**src/rtl/mem_read_arbiter.sv**
```systemverilog
// Round-robin arbiter sharing one cache-line reader among NREQ requesters.
// One line read in flight; the returned line is routed back to the granted port.
module mem_read_arbiter #(
  parameter int NREQ   = 2,
  parameter int ADDR_W = 64,
  parameter int LINE_W = 512
) (
  input  logic                   clk,
  input  logic                   reset,
  input  logic [NREQ-1:0]        req_cyc,
  input  logic [NREQ*ADDR_W-1:0] req_addr,
  input  logic [NREQ-1:0]        req_cancel,
  output logic [NREQ-1:0]        resp_cyc,
  output logic [LINE_W-1:0]      resp_data,
  output logic                   rd_reqcyc,
  output logic [ADDR_W-1:0]      rd_addr,
  input  logic                   rd_respcyc,
  input  logic [LINE_W-1:0]      rd_data,
  output logic                   busy
);

  localparam int IDX_W = $clog2(NREQ);

  localparam logic [1:0] ST_IDLE  = 2'd0;
  localparam logic [1:0] ST_ISSUE = 2'd1;
  localparam logic [1:0] ST_WAIT  = 2'd2;
  localparam logic [1:0] ST_DONE  = 2'd3;

  logic [1:0]       state;
  logic [IDX_W-1:0] grant;
  logic [IDX_W-1:0] rr_ptr;
  logic [IDX_W-1:0] rr_next;
  logic             drop;

  logic [NREQ-1:0]  eligible;
  logic             pick_found;
  logic [IDX_W-1:0] pick_idx;
  logic [IDX_W:0]   cand;

  assign eligible = req_cyc & ~req_cancel;

  // First eligible port at or after rr_ptr, wrapping past NREQ-1 back to 0.
  always_comb begin
    pick_found = 1'b0;
    pick_idx   = '0;
    cand       = '0;
    for (int k = 0; k < NREQ; k++) begin
      cand = {1'b0, rr_ptr} + (IDX_W+1)'(k);
      if (cand >= (IDX_W+1)'(NREQ)) begin
        cand = cand - (IDX_W+1)'(NREQ);
      end
      if (!pick_found && eligible[cand[IDX_W-1:0]]) begin
        pick_found = 1'b1;
        pick_idx   = cand[IDX_W-1:0];
      end
    end
  end

  assign rr_next = (grant == IDX_W'(NREQ-1)) ? '0 : grant + 1'b1;

  always_ff @(posedge clk) begin
    if (reset) begin
      state     <= ST_IDLE;
      grant     <= '0;
      rr_ptr    <= '0;
      rd_addr   <= '0;
      resp_data <= '0;
      drop      <= 1'b0;
    end else begin
      case (state)
        ST_IDLE: begin
          if (pick_found) begin
            grant   <= pick_idx;
            rd_addr <= req_addr[pick_idx*ADDR_W +: ADDR_W];
            state   <= ST_ISSUE;
          end
        end
        ST_ISSUE: begin
          if (req_cancel[grant]) begin
            drop <= 1'b1;
          end
          state <= ST_WAIT;
        end
        // The reader cannot be aborted, so a cancel only suppresses the response.
        ST_WAIT: begin
          if (req_cancel[grant]) begin
            drop <= 1'b1;
          end
          if (rd_respcyc) begin
            resp_data <= rd_data;
            state     <= ST_DONE;
          end
        end
        ST_DONE: begin
          drop   <= 1'b0;
          rr_ptr <= rr_next;
          state  <= ST_IDLE;
        end
        default: state <= ST_IDLE;
      endcase
    end
  end

  always_comb begin
    resp_cyc = '0;
    if (state == ST_DONE && !drop) begin
      resp_cyc[grant] = 1'b1;
    end
  end

  assign rd_reqcyc = (state == ST_ISSUE);
  assign busy      = (state != ST_IDLE);

  // A reader completion outside WAIT is a protocol violation; the FSM ignores it.
  assert property (@(posedge clk) disable iff (reset) rd_respcyc |-> (state == ST_WAIT));

endmodule

```
**config.mk**
```make
export PLATFORM = sky130hd
export DESIGN_NAME = mem_read_arbiter
export DESIGN_NICKNAME = d
export VERILOG_FILES = /design/src/rtl/mem_read_arbiter.sv
export SDC_FILE = /design/constraint.sdc
export NUM_CORES = 1
export LEC_CHECK = 0
export CORE_AREA = 4 4 479 481
export CTS_CLUSTER_SIZE = 30
export DETAILED_ROUTE_END_ITERATION = 6
export DIE_AREA = 0 0 483 485
export GPL_TIMING_DRIVEN = 0
export SLEW_MARGIN = 40
export SYNTH_ARGS = -nofsm -noshare
export SYNTH_HDL_FRONTEND = slang
export SYNTH_SLANG_ARGS = --single-unit
```
**constraint.sdc**
```tcl
create_clock -name clk -period 1.7 [get_ports clk]
set_clock_uncertainty 0.15 [all_clocks]
set_input_delay 0.34 -clock clk [delete_from_list [all_inputs] [get_ports clk]]
set_output_delay 0.34 -clock clk [all_outputs]
set_load 0.02 [all_outputs]
```
==> results.py <==
metrics = {
    "floorplanning": {
        "die_y_um": 485,
        "die_w_um": 483,
        "start_util": 0.09234,
        "core-area_mm2": 0.2247,
        "dieArea_mm2": 0.2343,
        "pin_count": 1227,
        "num_rows": 174,
    },
    "cells_and_area": {
        "multi_input_area_mm2": 0.008833,
        "nFillCells": 24950,
        "final-seq-area_mm2": 0.01172,
        "final_common_cell": "nand2_1",
        "final-instance-count-excl-fill": 7304,
        "drive_gt1_frac": 0.1857,
        "stdcell_area_mm2": 0.04428,
        "final_cell_mix": "nand2_1 (1107), clkdlybuf4s50_1 (645), dfxtp_1 (526)",
        "utilization": 0.1971,
        "areaGrowthSynthToFinish_pct": 113.4,
        "final_nets": 4876,
    },
    "clock_tree": {
        "clkSinkCount": 581,
        "clk_path_buf_depth": 3,
        "htreeDepth": 3,
        "clkTransAtPathRegs_ns": 0.06,
        "cts_tree": "built",
        "cts_buffers": 72,
        "worstSkewPairLatency_ns": 0.68,
        "clock_tree.root_cell": "clkbuf_16",
    },
    "timing": {
        "slew-limit-headroom": 0.4725,
        "hold_viol_final": 0,
        "period_minus_slack_ns": 2.087,
        "rsz0062_at_grt": "true",
        "timing.hold.ws_ns": 0.08920,
        "tightest_slew_ns": 0.7913,
        "setup_slack_ns": -0.3867,
        "finalSetupViolations": 1105,
        "clock.fmax_mhz": 479.2,
        "slew_viol_final": 0,
        "period_share": 1.227,
        "fin_tns_setup_ns": -231.46,
    },
    "yosys": {
        "syn_inst": 2612,
        "synth_largest_type_area_fraction": 0.5606,
        "synthesis.area_mm2": 0.02075,
        "yosysWarnings": 0,
        "synth.distinct_cells": 29,
        "yosys.area.top_type": "dfxtp_1",
        "yosysSeqAreaShare": 0.5606,
        "synth.area.top_cells": "dfxtp_1 (56%), nand2_1 (21%), a21oi_1 (12%)",
        "ys_seq_elements": 581,
        "synthesis.nets": 3263,
        "avgSynthCellArea_um2": 7.943,
    },
    "pwr": {
        "p_leak_nw": 16.84,
        "powerDensity_mw_per_mm2": 1174,
        "finalPower_mw": 51.99,
        "ir_drop_mv": 0.8011,
    },
    "global_routing": {
        "grt_pass1_wl_um": 244900,
        "grt_use_total": 0.1564,
        "grt.overflow.total": 0,
        "antenna_found_initial": 106,
        "grt_pass1_vias": 25680,
        "grt_max_degree": 14,
    },
    "drt": {
        "via_count": 26150,
        "drtAntennaViolNets": 0,
        "wire_per_inst_um": 26.84,
        "route.detailed.drc": 0,
        "dr.pass1.iters": 7,
        "wirelength_um": 196000,
        "drt_iter0_markers": 1520,
        "via_per_inst": 3.580,
    },
    "worst_setup_path": {
        "cp_data_required_time_ns": 2.15,
        "slowest_stage": "dfxtp_4",
        "cp-startpoint": "state[1]",
        "max_stage_delay_ns": 0.39,
        "cpMostUsedCell": "clkbuf_16",
        "worstPathCellList": "buf_6, ha_4, and2_4, buf_16, clkbuf_16, buf_12, clkbuf_16, nand2_1, a21oi_1",
        "cp_max_fo": 8,
        "critPathCaptureType": "flip-flop",
        "r2r_slack_ns": -0.39,
        "cp.arrival_ns": 2.54,
        "critPathKind": "flip-flop to flip-flop",
        "timing.rr.start": "state[1]",
        "worstSetupStartpointType": "flip-flop",
    },
    "run_status": {
        "status": "finished, violations left",
        "violations": "setup timing",
    },
    "placement": {
        "gp_congestion": 0.9879,
        "post-place-ws_ns": -1.450,
        "dp_hpwl_um": 167100,
        "placed_cells": 6830,
        "placed_area_mm2": 0.03678,
        "io_buffers": 1225,
    },
    "run": {
        "cap_violations": 0,
    },
    "min_path": {
        "min_path_type": "primary input to flip-flop",
        "hp-start": "rd_data[61]",
    },
}
==> power breakdown <==
part           leakage, nW  switching, mW  internal (mW)
clock network         1.22           6.81           9.39
registers             4.74           1.20           15.6
logic                 10.9           11.1           7.91
total                 16.8           19.1           32.9
==> sequential cells by signal (all words and copies together), names as in the netlist <==
signal and flops:
resp_data 512, rd_addr 64, state 2, drop 1
grant 1, rr_ptr 1
==> area by class of cell <==
cell class / count / area share
Antenna cell: 32 / 0.001808
Multi-Input combinational cell: 1821 / 0.1995
Buffer: 205 / 0.03798
Inverter: 5 / 0.0004804
Sequential cell: 581 / 0.2647
Timing Repair Buffer: 1539 / 0.3548
Tap cell: 2992 / 0.08455
Clock inverter: 25 / 0.007262
Clock buffer: 104 / 0.04886
==> kinds of logic after synthesis <==
kind of cell / after synthesis / synth area share
AND/OR/NAND/NOR: 1231 / 0.2243
AO/OA/AOI/OAI: 583 / 0.1658
flip-flops: 581 / 0.5606
buffers and inverters: 210 / 0.04535
adder cells (fa/ha/maj): 4 / 0.002412
multiplexers: 3 / 0.001508
==> critical path: cells and delay by family (launching register included) <==
family          cells  cell delay, ns
flops               1            0.39
fa+ha+maj           1            0.17
compound gates      1            0.14
simple gates        2            0.30
buf+inv             5            0.79
==> final timing paths <==
check / endpoint / depth (start not counted)
setup / recovery: resp_data[149] / 9
hold / removal: resp_data[61] / 3
setup reg to reg: resp_data[149] / 9
hold reg to reg: resp_data[422] / 2
==> Yosys cell counts, drive strengths merged <==
| cell type | n |
|---|---|
| and2b | 1 |
| nor2 | 69 |
| clkbuf | 96 |
| a311oi | 64 |
| and2 | 1 |
| nand3b | 1 |
| ha | 4 |
| and3b | 1 |
| o21a | 1 |
| mux2 | 1 |
| nand2b | 2 |
| a32oi | 1 |
| a211oi | 1 |
| a21oi | 514 |
| o21ai | 2 |
| nor3b | 1 |
| dfxtp | 581 |
| buf | 109 |
| mux2i | 2 |
| nand2 | 1154 |
| inv | 5 |
| nor3 | 1 |
==> metal layers <==
| layer | part of all wire | GRT usage | vias to the layer above |
|---|---|---|---|
| li1 | - | - | 11780 |
| met1 | 0.35 | 0.1585 | 12460 |
| met2 | 0.47 | 0.2614 | 1550 |
| met3 | 0.14 | 0.09713 | 339 |
| met4 | 0.042 | 0.05697 | 16 |
| met5 | 0.00057 | 0 | - |
==> timing repair <==
item / CTS / global route
setup endpoints to repair: 1157 / 1157
gates cloned: 1 / 27
buffers inserted: 6 / 43
hold endpoints to repair: 228 / 0
hold buffers: 236 / 0
gates resized for setup: 1200 / 605
pin swaps: 3 / 43
No activity file was read; power rests on OpenSTA's default activity.
